File: config.mk
export PLATFORM = sky130hd
export DESIGN_NAME = t03_fetch_unit
export DESIGN_NICKNAME = d
export VERILOG_FILES = /design/src/rtl/t03_fetch_unit.sv
export SDC_FILE = /design/constraint.sdc
export NUM_CORES = 1
export LEC_CHECK = 0
export ABC_CLOCK_PERIOD_IN_PS = 2200
export BUFFER_PORTS_ARGS = -buffer_cell sky130_fd_sc_hd__buf_2
export CORE_ASPECT_RATIO = 0.6
export CORE_MARGIN = 3
export CORE_UTILIZATION = 41
export CTS_BUF_LIST = sky130_fd_sc_hd__clkbuf_16
export DETAILED_ROUTE_END_ITERATION = 8
export GPL_ROUTABILITY_DRIVEN = 0
export PLACE_DENSITY = 0.86
export SLEW_MARGIN = 5
export SYNTH_ARGS = -nofsm -noshare
export SYNTH_HDL_FRONTEND = slang
export SYNTH_SLANG_ARGS = --single-unit
export TNS_END_PERCENT = 100
File: constraint.sdc
create_clock -name clk -period 2.2 [get_ports clk]
set_input_delay 0.44 -clock clk [delete_from_list [all_inputs] [get_ports clk]]
set_output_delay 0.44 -clock clk [all_outputs]
set_load 0.01 [all_outputs]
File: src/rtl/t03_fetch_unit.sv
// t03_fetch_unit: instruction-fetch sequencer between the PC stage and decode.
// Runs one outstanding read on the instruction bus, latches the returned word
// for decode and holds the PC until decode accepts it. Handles flush/redirect,
// request timeout with retry, and (optionally) misaligned-fetch trapping.
//
// Optional feature: define T03_FETCH_MISALIGN_EN to turn a fetch from a
// non-word-aligned pcAddr into a NOP with misalign raised instead of a bus read.
// Without it the address goes to the bus unchanged and misalign is tied low.
module t03_fetch_unit #(
    parameter logic [31:0] NOP_INSTR      = 32'h00000013,
    parameter int          TIMEOUT_CYCLES = 16
) (
    input  logic        clk,
    input  logic        rst,
    input  logic [31:0] pcAddr,
    input  logic        stall,
    input  logic        flush,
    output logic        bus_req,
    output logic [31:0] bus_addr,
    input  logic        bus_ack,
    input  logic [31:0] bus_rdata,
    output logic [31:0] instr,
    output logic        instrValid,
    output logic        freezePc,
    output logic        busTimeout,
    output logic        misalign
);

    localparam int              TMO_W   = $clog2(TIMEOUT_CYCLES);
    localparam logic [TMO_W-1:0] TMO_MAX = TMO_W'(TIMEOUT_CYCLES - 1);

    typedef enum logic [1:0] {
        ST_ISSUE,
        ST_REQ,
        ST_VALID
    } state_t;

    state_t            state_q;
    logic [31:0]       addr_q;
    logic [31:0]       instr_q;
    logic              instr_valid_q;
    logic              bus_req_q;
    logic              bus_timeout_q;
    logic              discard_q;
    logic [TMO_W-1:0]  tmo_q;
    logic [TMO_W-1:0]  tmo_d;
`ifdef T03_FETCH_MISALIGN_EN
    logic              misalign_q;
`endif

    // Timeout counter increment, kept separate so the FSM reads as transitions only.
    always_comb begin
        tmo_d = tmo_q + TMO_W'(1);
    end

    // Fetch FSM with all bus/decode outputs registered; the address register
    // doubles as bus_addr since it is only loaded in ISSUE, outside a request.
    always_ff @(posedge clk or posedge rst) begin
        if (rst) begin
            state_q       <= ST_ISSUE;
            addr_q        <= 32'h0;
            instr_q       <= NOP_INSTR;
            instr_valid_q <= 1'b0;
            bus_req_q     <= 1'b0;
            bus_timeout_q <= 1'b0;
            discard_q     <= 1'b0;
            tmo_q         <= '0;
`ifdef T03_FETCH_MISALIGN_EN
            misalign_q    <= 1'b0;
`endif
        end else begin
            bus_timeout_q <= 1'b0;
            case (state_q)
                ST_ISSUE: begin
                    addr_q    <= pcAddr;
                    tmo_q     <= '0;
                    discard_q <= 1'b0;
`ifdef T03_FETCH_MISALIGN_EN
                    if (pcAddr[1:0] != 2'b00) begin
                        // Misaligned: present a NOP to decode, never touch the bus.
                        instr_q       <= NOP_INSTR;
                        instr_valid_q <= 1'b1;
                        misalign_q    <= 1'b1;
                        state_q       <= ST_VALID;
                    end else
`endif
                    begin
                        bus_req_q <= 1'b1;
                        state_q   <= ST_REQ;
                    end
                end

                ST_REQ: begin
                    if (bus_ack) begin
                        bus_req_q <= 1'b0;
                        tmo_q     <= '0;
                        discard_q <= 1'b0;
                        if (discard_q || flush) begin
                            // Response belongs to a redirected-away fetch.
                            state_q <= ST_ISSUE;
                        end else begin
                            instr_q       <= bus_rdata;
                            instr_valid_q <= 1'b1;
                            state_q       <= ST_VALID;
                        end
                    end else if (tmo_q == TMO_MAX) begin
                        bus_req_q     <= 1'b0;
                        bus_timeout_q <= 1'b1;
                        tmo_q         <= '0;
                        discard_q     <= 1'b0;
                        state_q       <= ST_ISSUE;
                    end else begin
                        tmo_q <= tmo_d;
                        // The bus read must still complete; just remember to drop it.
                        if (flush) begin
                            discard_q <= 1'b1;
                        end
                    end
                end

                ST_VALID: begin
                    // Leave on accept (no stall) or on flush; stall holds everything.
                    if (flush || !stall) begin
                        instr_q       <= NOP_INSTR;
                        instr_valid_q <= 1'b0;
`ifdef T03_FETCH_MISALIGN_EN
                        misalign_q    <= 1'b0;
`endif
                        state_q       <= ST_ISSUE;
                    end
                end

                default: begin
                    state_q <= ST_ISSUE;
                end
            endcase
        end
    end

    // PC advances only in the single cycle decode takes the held instruction.
    always_comb begin
        freezePc = !((state_q == ST_VALID) && !stall && !flush);
    end

    assign bus_req    = bus_req_q;
    assign bus_addr   = addr_q;
    assign instr      = instr_q;
    assign instrValid = instr_valid_q;
    assign busTimeout = bus_timeout_q;
`ifdef T03_FETCH_MISALIGN_EN
    assign misalign   = misalign_q;
`else
    assign misalign   = 1'b0;
`endif

endmodule

# Word-level counts from Yosys, hierarchy flattened
# Cells that the tools add are included.
# W data, S select, Z words.
# totals
n_memories,0
latchBits,0
word_cells,57
out_inout_bits,69
regBits,74
romBits,0
mem_bits_rw,0
# op_classes
eq_ne,8
bitwise,0
n_lt_le_gt_ge,0
shift,0
addsub,1
muxes,26
mul,0
reduce_logical,14
n_div,0
# op_table
operator,count
$mux W32,3
$pmux W32 S2,1
$mux W1,11
$mux W2,4
$mux W4,2
$pmux W4 S2,1
$ne A2 B2 Y1 const B,3
$pmux W1 S2,3
$pmux W2 S3,1
$reduce_and A2 Y1,3
$add A4 B1 Y4 const B,1
$eq A4 B4 Y1 const B,1
$ne A4 B4 Y1 const B,1
$reduce_and A4 Y1,1
$reduce_bool A2 Y1,2
$logic_not A1 Y1,3
$ne A3 B3 Y1 const B,1
$eq A2 B1 Y1 const B,1
$eq A2 B2 Y1 const B,1
$logic_and A1 B1 Y1,2
$logic_not A2 Y1,1
$logic_or A1 B1 Y1,2

# Logic depth before layout (Yosys ltp)
# depth
ltp_word,4
depth_mapped,4
mapped_depth_nobuf,4

# Least setup slack after synthesis
# Ideal clock, no wire load.
# synth_path
kind,reg2out
from,register state_q[1]
to,output port freezePc
path_stages_with_launch,4
path_slack_ns,0.642
arrival_ns,1.118
t_required_ns,1.760
n_path_buf,1
path_cell_list,dfrtp_1 > clkbuf_1 > nand2_1 > or3_1
# synth_between
elab_chain_cells,4
# synth_rtl
element,line_no,rtl
from (decl),38,state_t state_q;
from (signal assigned),60,state_q <= ST_ISSUE;
from (signal assigned),89,state_q <= ST_REQ;
from (signal assigned),100,state_q <= ST_ISSUE;
$eq A2 B2 Y1,142,freezePc = !((state_q == ST_VALID) && !stall && !flush);
$logic_and A1 B1 Y1 (2 in a row),142,
$logic_not A1 Y1,142,
to (decl),24,"output logic freezePc,"
# No other way between the ends.

# Worst setup path after layout
# Ends and elaborated chain as after synthesis.

==> results.cfg <==
[global_routing]
gr-total-overflow = 0
grt.total_usage_pct = 16.6
grt_max_degree = 75
grt_pass1_wl_um = 10400
grt_pass1_vias = 2062
grt_antenna_before_repair = 0

[detailed_routing]
num_vias = 2081
drtIter0Drc = 164
drc = 0
wl_um = 6430
drt-pass1-iter-count = 4
ant_nets = 0
vias_per_cell = 4.93
wire_per_inst_um = 15.2

[critical_path]
crit_path_cell_trace = nand2_1 > or3_1 > buf_2
cp-start-kind = flop
crit_required_ps = 1760
cp.arrival_ps = 1520
cp_slowest_cell = dfrtp_1
path_buf_inv = 1
worst-r2r-cell-count = 3
critPathCaptureType = output pin
critical-path-top-delay-family = flip-flops
r2r_start = state_q[1]
crit_type = reg2out
cpPeakStageDelay_ps = 630
crit_start = state_q[1]
rr_endpoint = instr[24]
crit_path_max_fanout = 14
cp-endpoint = freezePc
cp.depth = 3
r2r_setup_slack_ps = 380

[floorplan]
initial_core_util_pct = 44.6
coreArea_um2 = 6440
dieWidth_um = 114
rows = 22
die_y_um = 70.8
die-area_um2 = 8070
ios = 138

[cells_and_area]
diodes = 0
layout.filler_cells = 513
syn2layout_area_growth_pct = 35.2
layout_commonest_cell = buf_2
regArea_um2 = 1860
final_cells = 422
nets = 403
final_layout_size_suffix_gt1_share_pct = 56.8
final_cell_mix = buf_2, dfrtp_1, mux2_2, a22o_1, clkbuf_16
multi_input_area_um2 = 897

[min_path]
hold_path_class = in2async

[cts]
cts.root.buffer_cell = clkbuf_16
cts_tree = built
cts_resized = 0
cts_buffers = 9
cts.sinks = 74
hold_buffers = 0
cts.reportedPaths.clkPinSlew_ps = 50
clockBufferDepth = 2
clkLatencyLatePin_ps = 320
htree_levels = 3
post-cts-setup-buffer-count = 0

[synthesis]
seq_area_frac_synth_pct = 64.6
synth_area_per_cell_um2 = 14.8
synth_top_area_cell = dfrtp_1
syn-num-nets = 264
synth_area_um2 = 2870
synth.distinct_cells = 27
syn_inst = 194
synth.top_cells.by_area = dfrtp_1, mux2_2, a22o_1
synth_top_area_share_pct = 61.9
yosys_warnings = 0
synth.ff_latch_count = 74

[power]
p_leak_nw = 2.00
finalPower_mw = 5.72
vdd_drop_max_mv = 0.920
powerDensity_nw_per_um2 = 1480

[job]
maxCapViolations = 0

[sta]
setup_viol = 0
fin_crit_ps = 1960
finalHoldViolations = 0
fin_skew_ps = 7.25
worst_slew_pin_slew_ps = 556
setup_tns_ps = 0
rsz0062_at_grt = no
maxSlewViolCount = 0
max_freq_mhz = 511
fin_crit_sh_pct = 89.0
relSlewSlack_pct = 62.9
fin_ws_ps = 242

[outcome]
status = finished, final reports clean

[place]
placed_cells_incl_taps = 406
numPortBuffers = 136
dp_slack_ps = 360
place_hpwl_um = 4650
==> routing by layer <==
metal  GRT usage (%)  routed length, um
met3            8.21                755
met4            3.95                 40
met2            23.3               2690
met5               0                  0
met1            23.0               2940
==> how the worst min path moves through the flow <==
stage                  start           end  slack, ps  cells past startpoint
global route             rst      tmo_q[2]        260                      3
finish                   rst   bus_addr[8]        220                      3
floorplan           tmo_q[3]      tmo_q[3]        470                      1
global placement    instr[4]      instr[4]        450                      2
CTS                      rst  bus_addr[10]        240                      3
detailed placement  instr[0]      instr[0]        460                      2
==> through the flow <==
step | hold WS, ps | util (%) | instance area [um2]
global placement | 451 | 55.9 | 3600
floorplan | 471 | - | 2870
CTS | 236 | 60.3 | 3880
detailed placement | 456 | 55.9 | 3600
global route | 263 | 60.3 | 3880
finish | 221 | 60.3 | 3880
==> cells in the mapped netlist (all sizes together) <==
library cell and number:
nor3b 2, nor2b 2, a32oi 1, o21ai 8
nand3 3, nand2b 1, and2 1, nand2 7
a21oi 3, nor4bb 1, buf 10, a22o 29
dfstp 3, conb 1, a21o 1, and3 1
inv 7, clkbuf 1, or3 1, a31oi 2
nor2 2, mux2 32, dfrtp 71, ha 1
a2bb2oi 3
==> final cells by class <==
cell class	count	share of cell area, %
clock inverters	7	1.35
well taps	84	2.71
clock buffers	9	5.80
multi-input cells	102	23.1
flip-flops and latches	74	47.8
inverters	7	0.774
repair buffers	139	18.4
==> cell families (layout without fill, tap and decap cells) <==
kind of cell	count (synthesis)	after routing	synth area share, %
compound gates	47	47	13.6
fa+ha+maj	1	1	0.436
buf+inv	18	162	4.18
flops	74	74	64.6
mux	32	32	12.6
other cells	1	1	0.131
simple gates	21	21	4.45
==> worst reg2reg max path: cells and delay by family, from the launching register on <==
family / cells / cell delay, ps
compound gates: 1 / 260
simple gates: 2 / 940
flops: 1 / 540
==> where the power goes <==
part           leakage [nW]  total [mW]  internal (mW)  switching [mW]
logic                 0.953        2.05           1.06           0.984
registers             0.904        2.34           1.99           0.355
clock network         0.142        1.34          0.852           0.486
==> flip-flops by register name, summed over array words and instances (netlist names) <==
| register | cells |
|---|---|
| busTimeout | 1 |
| bus_addr | 32 |
| bus_req | 1 |
| discard_q | 1 |
| instr | 32 |
| instrValid | 1 |
| state_q | 2 |
| tmo_q | 4 |
(Power assumes the default switching activity.)
